`src/rtl/dragonfang_floating_point_pkg.sv`:
```
// Shared single-precision float types for the converter front end.
package dragonfang_floating_point_pkg;

  localparam int         FP_EXP_BIAS      = 127;
  localparam logic [7:0] FP_EXP_MAX       = 8'hFF;
  localparam logic [8:0] FP_EXP_SUBNORMAL = 9'(1 - FP_EXP_BIAS);

  typedef struct packed {
    logic        sign;
    logic [7:0]  exponent;
    logic [22:0] mantissa;
  } float_t;

  typedef enum logic [2:0] {
    FC_ZERO,
    FC_SUBNORMAL,
    FC_NORMAL,
    FC_INFINITY,
    FC_QNAN,
    FC_SNAN
  } float_class_t;

  typedef struct packed {
    float_t       value;
    float_class_t cls;
    logic [8:0]   unbiased_exp;
  } staged_operand_t;

endpackage

```
`src/rtl/float_classifier.sv`:
```
// Combinational IEEE-754 single classifier with signed unbiased exponent.
// FLUSH_SUBNORMAL_EN: subnormals become signed zero instead of passing through.
module float_classifier
  import dragonfang_floating_point_pkg::*;
(
  input  logic [31:0]  raw,
  output float_t       value,
  output float_class_t cls,
  output logic [8:0]   unbiased_exp
);

  float_t in_fp;
  assign in_fp = raw;

  always_comb begin
    value        = in_fp;
    cls          = FC_NORMAL;
    unbiased_exp = {1'b0, in_fp.exponent} - 9'(FP_EXP_BIAS);
    if (in_fp.exponent == 8'h00) begin
      if (in_fp.mantissa == '0) begin
        cls          = FC_ZERO;
        unbiased_exp = '0;
      end else begin
`ifdef FLUSH_SUBNORMAL_EN
        value.mantissa = '0;
        cls            = FC_ZERO;
        unbiased_exp   = '0;
`else
        cls          = FC_SUBNORMAL;
        unbiased_exp = FP_EXP_SUBNORMAL;
`endif
      end
    end else if (in_fp.exponent == FP_EXP_MAX) begin
      // the default arithmetic already yields +128 here
      if (in_fp.mantissa == '0) begin
        cls = FC_INFINITY;
      end else if (in_fp.mantissa[22]) begin
        cls = FC_QNAN;
      end else begin
        cls = FC_SNAN;
      end
    end
  end

endmodule

```
`src/rtl/float_operand_staging_buffer.sv`:
```
// Classifying FIFO between register read and the float-to-integer converter.
// Optional FLUSH_SUBNORMAL_EN is honoured by the float_classifier sub-module.
module float_operand_staging_buffer
  import dragonfang_floating_point_pkg::*;
#(
  parameter int DEPTH = 2
) (
  input  logic                   clock,
  input  logic                   reset,
  input  logic                   flush,
  input  logic                   in_valid,
  output logic                   in_ready,
  input  logic [31:0]            in_float,
  output logic                   out_valid,
  input  logic                   out_ready,
  output float_t                 out_float,
  output float_class_t           out_class,
  output logic [8:0]             out_unbiased_exp,
  output logic [$clog2(DEPTH):0] occupancy
);

  localparam int PTR_W = $clog2(DEPTH);
  localparam int OCC_W = PTR_W + 1;
  localparam logic [OCC_W-1:0] FULL_LEVEL = OCC_W'(DEPTH);

  staged_operand_t mem [DEPTH];
  logic [PTR_W-1:0] wr_ptr;
  logic [PTR_W-1:0] rd_ptr;
  logic             push;
  logic             pop;

  float_t          cls_value;
  float_class_t    cls_class;
  logic [8:0]      cls_exp;
  staged_operand_t classified;
  staged_operand_t head;

  float_classifier u_classifier (
    .raw          (in_float),
    .value        (cls_value),
    .cls          (cls_class),
    .unbiased_exp (cls_exp)
  );

  assign classified = '{value: cls_value, cls: cls_class, unbiased_exp: cls_exp};

  // Ready comes from occupancy alone, so a pop never frees a slot the same cycle.
  assign in_ready  = (occupancy != FULL_LEVEL);
  assign out_valid = (occupancy != '0);
  assign push      = in_valid && in_ready;
  assign pop       = out_valid && out_ready;

  always_ff @(posedge clock) begin
    if (reset) begin
      for (int i = 0; i < DEPTH; i++) begin
        mem[i] <= '0;
      end
      wr_ptr    <= '0;
      rd_ptr    <= '0;
      occupancy <= '0;
    end else if (flush) begin
      wr_ptr    <= '0;
      rd_ptr    <= '0;
      occupancy <= '0;
    end else begin
      if (push) begin
        mem[wr_ptr] <= classified;
        wr_ptr      <= wr_ptr + PTR_W'(1);
      end
      if (pop) begin
        rd_ptr <= rd_ptr + PTR_W'(1);
      end
      case ({push, pop})
        2'b10:   occupancy <= occupancy + OCC_W'(1);
        2'b01:   occupancy <= occupancy - OCC_W'(1);
        default: occupancy <= occupancy;
      endcase
    end
  end

  // Head is shown even when empty, exposing whatever sits at the read pointer.
  assign head             = mem[rd_ptr];
  assign out_float        = head.value;
  assign out_class        = head.cls;
  assign out_unbiased_exp = head.unbiased_exp;

endmodule
```
`config.mk`:
```
export PLATFORM = sky130hd
export DESIGN_NAME = float_operand_staging_buffer
export DESIGN_NICKNAME = d
export VERILOG_FILES = /design/src/rtl/dragonfang_floating_point_pkg.sv /design/src/rtl/float_classifier.sv /design/src/rtl/float_operand_staging_buffer.sv
export SDC_FILE = /design/constraint.sdc
export NUM_CORES = 1
export LEC_CHECK = 0
export ABC_AREA = 1
export ABC_CLOCK_PERIOD_IN_PS = 2500
export BUFFER_PORTS_ARGS = -buffer_cell sky130_fd_sc_hd__buf_4
export CORE_MARGIN = 2
export CORE_UTILIZATION = 45
export CTS_BUF_LIST = sky130_fd_sc_hd__clkbuf_8
export CTS_CLUSTER_DIAMETER = 40
export DETAILED_ROUTE_END_ITERATION = 7
export GPL_TIMING_DRIVEN = 0
export PLACE_DENSITY = 0.67
export REMOVE_ABC_BUFFERS = 1
export SETUP_SLACK_MARGIN = 0.3
export SKIP_LAST_GASP = 1
export SLEW_MARGIN = 5
export SYNTH_ARGS = -nofsm -noshare
export SYNTH_HDL_FRONTEND = slang
export SYNTH_HIERARCHICAL = 1
export SYNTH_SLANG_ARGS = --single-unit
```
`constraint.sdc`:
```
create_clock -name clock -period 2.5 [get_ports clock]
set_clock_uncertainty 0.05 [all_clocks]
set_input_delay 0.25 -clock clock [delete_from_list [all_inputs] [get_ports clock]]
set_output_delay 0.25 -clock clock [all_outputs]
set_load 0.02 [all_outputs]
```
; After elaboration in Yosys (flattened, before gate mapping)
; Memory sizes are Yosys's and may differ from the RTL's. A register that Yosys moved wholly into a read port is not among the register bits.
; Index checks and enable logic that the tools add are counted.
[word_totals]
reg_bits = 4
mem_bits_rw = 88
in_bits = 37
out_inout_bits = 48
memories = 1
[classes]
add_sub_neg = 5
n_eq_ne = 4
muxes = 19
n_reduce_logical = 8
[memory_table]
columns = memory, words, width, read_ports, rd_ports_with_merged_regs, write_ports, line_no
row1 = mem, 2, 44, 1, 1, 2, float_operand_staging_buffer.sv:26  ; staged_operand_t mem [DEPTH];
[ops]
columns = op, count
row1 = 44-bit two-way mux, 1
row2 = 44-bit OR reduction, 1
row3 = 23-bit logical NOT, 1
row4 = 9-bit two-way mux, 2
row5 = 1-bit two-way mux, 12
row6 = 3-bit two-way mux, 3
row7 = "8-bit by 7-bit subtractor with 9-bit output, second input constant", 1
row8 = "8-bit == test, second input constant", 1
row9 = 8-bit logical NOT, 1
row10 = 2-bit case mux with 2 select lines, 1
row11 = 2-bit nonzero test, 2
row12 = "1-bit adder, second input constant", 2
row13 = "2-bit by 1-bit adder with 2-bit output, second input constant", 1
row14 = "2-bit by 1-bit == test with 1-bit output, second input constant", 1
row15 = "2-bit == test, second input constant", 1
row16 = 1-bit logical AND, 2
row17 = "2-bit inequality test, second input constant", 1
row18 = 2-bit OR reduction, 1
row19 = "2-bit by 1-bit subtractor with 2-bit output, second input constant", 1

; Longest topological paths before layout
; Gate-level depths: netlist of run 1.
[logic_depth]
depth_word = 8
depth_mapped = 10
mapped_depth_nobuf = 10

; Modules after synthesis
; The synthesis of run 1 kept the hierarchy.
[by_module_without_submodules]
columns = mod, n_inst, cells_per_inst, area_each_um2, seq_area_each_um2
row1 = float_operand_staging_buffer, 1, 317, 4041.4, 2742.6
row2 = float_classifier, 1, 111, 608.1, 0.0

; Worst setup path before layout of run 1
; No wires, ideal clock.
[synth_timing]
path_type = flip-flop to flip-flop
from = register occupancy[0]
to = memory mem[0][0] in the netlist's numbering, enable pin
arrival_ns = 2.062
slack_ns = -0.014
path_stages_with_launch = 8
synth_period_minus_slack_ns = 2.514
cell_sequence = dfxtp_1 -> inv_2 -> nand2_4 -> nand2_4 -> nor2_4 -> nand2_4 -> buf_6 -> nand2_1
[synth_lines]
columns = element, line_no
row1 = from (decl), float_operand_staging_buffer.sv:19  ; output logic [$clog2(DEPTH):0] occupancy
row2 = from (signal assigned), float_operand_staging_buffer.sv:74  ; 2'b10: occupancy <= occupancy + OCC_W'(1);
row3 = from (signal assigned), float_operand_staging_buffer.sv:75  ; 2'b01: occupancy <= occupancy - OCC_W'(1);
row4 = from (signal assigned), float_operand_staging_buffer.sv:76  ; default: occupancy <= occupancy;
row5 = to (decl), float_operand_staging_buffer.sv:26

==> results of run 1 <==
==> report_power, final <==
group / leakage, nW / switching, W / internal [W] / total, W
Clock: 0.106 / 0.000536 / 0.000567 / 0.00110
Sequential: 0.963 / 0.0000211 / 0.00178 / 0.00180
Combinational: 1.39 / 0.000244 / 0.000182 / 0.000426
Total: 2.46 / 0.000802 / 0.00253 / 0.00333
==> flip-flops by register name (all words and copies together), names as in the netlist, named ones only <==
signal     count
mem           88
occupancy      2
rd_ptr         1
wr_ptr         1
==> worst max-delay path: cells and delay by family (launching register included) <==
kind	cells	cell delay [ns]
buffers and inverters	2	0.32
flip-flops	1	0.41
AND/OR/NAND/NOR	5	0.93
==> cells by family (layout without fill, tap and decap cells) <==
group	count (synthesis)	in the layout	synth area share, %
and+or+nand+nor	168	169	16.01
buffers and inverters	111	169	12.43
DFF	93	93	58.99
muxes	44	44	10.66
AOI/OAI and AO/OA	8	8	0.9147
adders and majority gates	3	3	0.8074
xor gates and xnor gates	1	1	0.1884
==> cells in the final DEF (no fill, tap or decap), drive strengths merged <==
master | netlist | final
edfxtp | 88 | 88
dfxtp | 5 | 5
inv | 66 | 67
ha | 3 | 3
nand2 | 37 | 37
o21bai | 1 | 1
o21ai | 4 | 4
nand4 | 3 | 4
clkinvlp | 0 | 2
clkbuf | 0 | 9
clkinv | 0 | 2
buf | 45 | 87
nor2 | 121 | 121
nor3b | 1 | 1
bufinv | 0 | 2
mux2 | 44 | 44
nand3 | 6 | 6
xor2 | 1 | 1
a21oi | 3 | 3
==> per-layer routing <==
layer / vias to the layer above / track usage (%)
li1: 1451 / -
met1: 1373 / 20.42
met2: 90 / 27.97
met3: 12 / 3.772
met4: 0 / 6.485
met5: - / 0
==> worst max path at each step <==
| stage | from | end | slack (ns) | depth (start not counted) |
|---|---|---|---|---|
| 3_3_place_gp | flush | mem[1][20] | -1.09 | 4 |
| 2_1_floorplan | occupancy[0] | mem[1][0] | -0.14 | 4 |
| 3_5_place_dp | flush | mem[1][21] | -0.22 | 5 |
| 6_report | occupancy[0] | mem[0][30] | 0.46 | 7 |
| 5_1_grt | occupancy[0] | mem[0][10] | 0.30 | 7 |
| 4_1_cts | occupancy[0] | mem[0][10] | 0.31 | 7 |
==> per-stage QoR <==
step,hold slack [ns],instances,utilization [%]
4_1_cts,0.1323,623,53.32
6_report,0.1411,623,53.49
3_3_place_gp,0.4266,603,50.27
2_1_floorplan,0.3670,383,-
3_5_place_dp,0.4353,606,50.92
5_1_grt,0.1573,623,53.49
==> final cells by class <==
| type | instances | area, sq um |
|---|---|---|
| fillers | 925 | 4737 |
| well taps | 136 | 170.2 |
| repair buffers | 87 | 690.7 |
| flip-flops and latches | 93 | 2744 |
| clock inverters | 7 | 97.59 |
| inverters | 66 | 247.7 |
| multi-input cells | 225 | 1374 |
| clock buffers | 9 | 123.9 |
==> what timing repair did <==
| item | CTS | global route |
|---|---|---|
| gates resized for setup | 2 | 2 |
| setup endpoints to repair | 73 | 54 |
| cloned | 1 | 0 |
==> key figures, run 1 <==
Run status
  • Status: finished, final reports clean

Yosys
  • Top cells by count, synth: nor2_1 (109), edfxtp_1 (88), inv_1 (64)
  • Post-synth top area share: 56.84%
  • Most frequent cell after synthesis: nor2_1
  • Instance count of the mapped netlist: 428
  • Post-synthesis sequential area ratio: slightly below 60%
  • Yosys reg bits: 93
  • EDFF count, synth: slightly below 90
  • Yosys top cell by area: edfxtp_1
  • Post-Synthesis Mean Instance Area: between 10 and 15 sq um
  • Synth cell types: 25
  • Synth Warn #: 6
  • Main synth FF type: edfxtp_1
  • Largest cells by area after synthesis: edfxtp_1 (57%), mux2_2 (11%), nor2_1 (8.8%), buf_4 (5.2%), inv_1 (5.2%)
  • Ys async rst share: 0%
  • Mapped Area: 4649 sq um

Worst setup path
  • Worst R2R End: mem[0][30]
  • Crit-path max FO: 46
  • Required time worst endpoint: approximately 2.5 ns
  • R2r setup slk: between 0.4 and 0.5 ns
  • Crit-path slowest cell: dfxtp_1
  • Setup CP Type: flop to flop
  • Max stage delay on crit path: approximately 0.4 ns
  • FF-to-FF path depth: 7
  • CP Data Arrival Time: slightly above 2 ns
  • Startpoint types: flop
  • CP dominant cell by count: nand2_4
  • Reg2reg start: occupancy[0]
  • Crit. End Element: flop
  • Worst-path cell chain: inv_2 > nand2_4 > nand2_4 > nor2_4 > nand2_4 > nand2_8 > buf_12

Timing
  • RSZ-0062 raised after global routing: yes
  • Final Max Tran Viols: 0
  • Fin Setup TNS: 0 ns
  • Fin crit share: roughly 82%
  • Slew margin rel.: between 40% and 50%
  • FMAX: ~0.49 GHz
  • # setup viols final: 0
  • Min Tclk post-route: about 2 ns
  • Final worst slack: ~0.46 ns
  • Fin. Hold Viols: 0
  • Worst Tran Pin Value: approximately 0.76 ns

Placed design
  • IO buf count: 84
  • Area after DPL: around 5200 sq um
  • Post-place setup slack: -0.2230 ns
  • Routability cong.: between 0.7 and 0.8
  • Dpl hpwl: 5.562 mm

Worst hold path
  • Hold path start: flush
  • Worst Hold Class: input pin to flop
  • Hold path depth: 4
  • Hold path endpoint: occupancy[1]

Detailed routing
  • Drt total wl: approximately 8.8 mm
  • Vias: around 3000
  • DRT Pass-1 Iters: 4
  • Top layer in use: met4
  • Drt first-iter violations: between 100 and 150
  • Met3 routed WL: slightly above 600 microns
  • Wl on met1: roughly 3.9 mm
  • DRC Markers: 0
  • Antenna Violating Nets Remaining: 0
  • Routed WL per cell: around 14 microns
  • Vias per cell: between 4 and 5
  • DR WL met2: about 4.2 mm

Power
  • Tot Pwr: approximately 0.0033 W
  • Static leakage: about 2.5 nW
  • Max IR drop VDD: between 0.2 and 0.3 mV
  • PwrDens: just over 600 nW/um^2

Clock network
  • Total CTS buffers: 9
  • Root Buffer: clkbuf_8
  • CTS tree: done
  • Total clock sinks: 93
  • Post-CTS setup buffers: 0
  • Clk_lat worst skew: around 0.35 ns
  • CTS max path bufs: 2
  • CTS Hold Bufs: 0
  • Clock transition at the registers of the reported paths: roughly 0.09 ns
  • H-tree depth: 3

Floorplan
  • Chip Height: approximately 110 microns
  • Core ar.: between 10000 and 15000 sq um
  • DIE AREA: roughly 11000 sq um
  • FP Rows: 37
  • Initial Util: around 46%
  • I/O Pins: between 80 and 90
  • Die W: ~110 microns

Layout
  • Final instance area: 5448 sq um
  • Net count reported at finish: 522
  • Ant diodes: 0
  • Share of cells above drive strength 1: 35.11%
  • Area Overhead vs Synth: 17.17%

Global routing
  • Total GRT Usage: between 10% and 20%
  • Largest net degree at the start of global routing: 47
  • First-pass GRT wire length: between 10 and 15 mm
  • Vias in the first global route: slightly below 3000
  • Antenna violations before repair: 0
  • Grt ovf: 0

Flow run
  • Max Cap Violations: 0
No activity file was read; power rests on OpenSTA's default activity.
==> run 2, diff against run 1 <==
--- a/config.mk
+++ b/config.mk
@@ -6,7 +6,7 @@
 export NUM_CORES = 1
 export LEC_CHECK = 0
 export ABC_AREA = 1
-export ABC_CLOCK_PERIOD_IN_PS = 2500
+export ABC_CLOCK_PERIOD_IN_PS = 2000
 export BUFFER_PORTS_ARGS = -buffer_cell sky130_fd_sc_hd__buf_4
 export CORE_MARGIN = 2
 export CORE_UTILIZATION = 45
==> constraint.sdc (replaced) <==
create_clock -name clock -period 2 [get_ports clock]
set_clock_uncertainty 0.05 [all_clocks]
set_input_delay 0.2 -clock clock [delete_from_list [all_inputs] [get_ports clock]]
set_output_delay 0.2 -clock clock [all_outputs]
set_load 0.02 [all_outputs]
==> run 2 against run 1 <==
Effect of this change: non-clock buffer count is 11 higher; first-iteration DRC count is 6.8% lower; via count is 5.2% higher; critical path depth is 3 lower; count of clock-buffer cells in the layout stayed put; wire length is 17% higher; sequential power is 25% higher; global-route usage is 2.1 points higher; power is 29% higher; cell count is 2.2% higher; register-to-register slack worse by 0.10 ns; critical endpoint is now out_unbiased_exp[2]; largest power group unchanged.
==> key figures, run 2 (synthesized netlist as in run 1, its figures left out) <==
Worst setup path
  • FF-to-FF path depth: 7
  • Crit. End Element: output pin
  • R2r setup slk: approximately 0.36 ns
  • Reg2reg start: occupancy[0]
  • Crit-path max FO: 8
  • Startpoint types: flop
  • CP Data Arrival Time: roughly 1.5 ns
  • Required time worst endpoint: 1.75 ns
  • Setup CP Type: flop to output pin
  • Worst R2R End: mem[0][5]

Timing
  • Worst Tran Pin Value: slightly below 0.6 ns
  • Fin crit share: 87.49%
  • Min Tclk post-route: 1.750 ns
  • Slew margin rel.: roughly three fifths
  • # setup viols final: 0
  • Final Max Tran Viols: 0
  • RSZ-0062 raised after global routing: yes
  • FMAX: ~0.57 GHz
  • Fin. Hold Viols: 0

Clock network
  • CTS max path bufs: 2
  • Total CTS buffers: 9
  • H-tree depth: 3
  • CTS Hold Bufs: 0
  • Clock transition at the registers of the reported paths: around 0.090 ns
  • Root Buffer: clkbuf_8
  • Total clock sinks: a little over 90
  • Clk_lat worst skew: approximately 0.35 ns
  • CTS tree: done

Detailed routing
  • Routed WL per cell: around 16 microns
  • Vias per cell: between 4 and 5
  • Vias: 3077
  • DRC Markers: 0
  • Antenna Violating Nets Remaining: 0
  • Drt total wl: around 10 mm
  • Drt first-iter violations: 96
  • DRT Pass-1 Iters: 4

Layout
  • Multi-input gate area: 1568 sq um
  • Largest register FFs: a little under 90
  • Most frequent cells in the layout: nor2_1 (109), edfxtp_1 (88), inv_1 (64)
  • Ant diodes: 0
  • Net count reported at finish: 536
  • FF+latch area: between 2000 and 3000 sq um
  • Most flop-heavy register: mem
  • Biggest regs: mem: 88 flops, occupancy: 2 flops
  • Area Overhead vs Synth: 28.55%
  • Commonest non-fill, non-tap cell in the layout: nor2_1
  • Share of cells above drive strength 1: a little under two fifths
  • Fill cells: 867
  • Final instance area: ~6000 sq um

Placed design
  • Routability cong.: 0.7265
  • Dpl hpwl: around 5.6 mm
  • Area after DPL: between 5000 and 6000 sq um
  • IO buf count: 84

Floorplan
  • Core ar.: a little over 10000 sq um
  • Initial Util: between 40 and 50%
  • Chip Height: 105.6 microns
  • Die W: 105.6 microns
  • FP Rows: 37
  • DIE AREA: ~11000 sq um
  • I/O Pins: 85

Run status
  • Status: finished, final reports clean

Global routing
  • Vias in the first global route: around 3100
  • Total GRT Usage: a little under a fifth
  • Grt ovf: 0
  • First-pass GRT wire length: ~16 mm
  • Antenna violations before repair: 0
  • Largest net degree at the start of global routing: 30

Power
  • Tot Pwr: around 0.0043 W
  • Static leakage: between 2 and 3 nW
  • Max IR drop VDD: between 0.3 and 0.4 mV
  • PwrDens: just over 700 nW/um^2

Worst hold path
  • Hold path endpoint: mem[0][20]
  • Worst Hold Class: input pin to flop
  • Hold path start: in_float[8]
  • Hold path depth: 3

Flow run
  • Max Cap Violations: 0
==> run 2: cell types whose count changed in the layout (fill, tap and decap cells not counted), moves of 3 or more <==
| cell | before | now |
|---|---|---|
| mux2_2 | 44 | 11 |
| nand2_8 | 2 | 5 |
| buf_6 | 0 | 33 |
| buf_4 | 84 | 55 |
| buf_16 | 0 | 3 |
| clkbuf_16 | 0 | 3 |
| mux2_4 | 0 | 33 |
==> run 2: what timing repair did <==
item | in CTS | in global routing
cloned | 6 | 3
buffers inserted | 6 | 0
pin swaps | 3 | 0
setup endpoints to repair | 175 | 74
resized for setup | 33 | 46
==> run 2: how the worst max path moves through the flow <==
stage / end / slack, ns
floorplan: mem[1][0] / -0.64
global placement: mem[1][20] / -1.54
detailed placement: mem[1][21] / -0.67
CTS: out_float[2] / 0.19
global route: out_class[2] / 0.21
finish: out_unbiased_exp[2] / 0.25
==> run 2: critical path: stages (launching register included) <==
cell and delay [ns]:
dfxtp_4 0.38, buf_6 0.14, clkbuf_16 0.17, mux2_4 0.31
buf_6 0.13
==> run 2: cell type report <==
| class | instances | area share [%] |
|---|---|---|
| clock buffers | 9 | 2.072 |
| clock inverters | 7 | 1.633 |
| inverters | 66 | 4.145 |
| multi-input cells | 228 | 26.23 |
| flip-flops and latches | 93 | 45.97 |
| well taps | 136 | 2.847 |
| repair buffers | 98 | 17.10 |
==> run 2: where the power goes <==
part	switching (W)	internal, W	leakage, nW
Sequential	0.0000297	0.00222	0.964
Clock	0.000676	0.000708	0.106
Combinational	0.000345	0.000310	1.62
Total	0.00105	0.00324	2.68
==> run 2: layer usage <==
layer | GRT usage [%] | part of all wire, % | up-vias
met5 | 0 | 0 | -
met4 | 7.143 | 1.8 | 0
met3 | 4.082 | 6.4 | 14
met2 | 31.34 | 48 | 102
met1 | 23.50 | 44 | 1476
li1 | - | - | 1485
==> run 2: stage by stage <==
stage | std cells | setup TNS, ns | utilization, % | setup WS [ns] | hold WS [ns]
after floorplan | 383 | -53.13 | - | -0.6357 | 0.3170
after CTS | 634 | 0 | 56.15 | 0.1926 | 0.09531
after global routing | 637 | 0 | 58.69 | 0.2074 | 0.1089
final | 637 | 0 | 58.69 | 0.2501 | 0.1054
after global placement | 603 | -156.40 | 50.27 | -1.539 | 0.4266
after detailed placement | 606 | -33.87 | 50.92 | -0.6730 | 0.4353
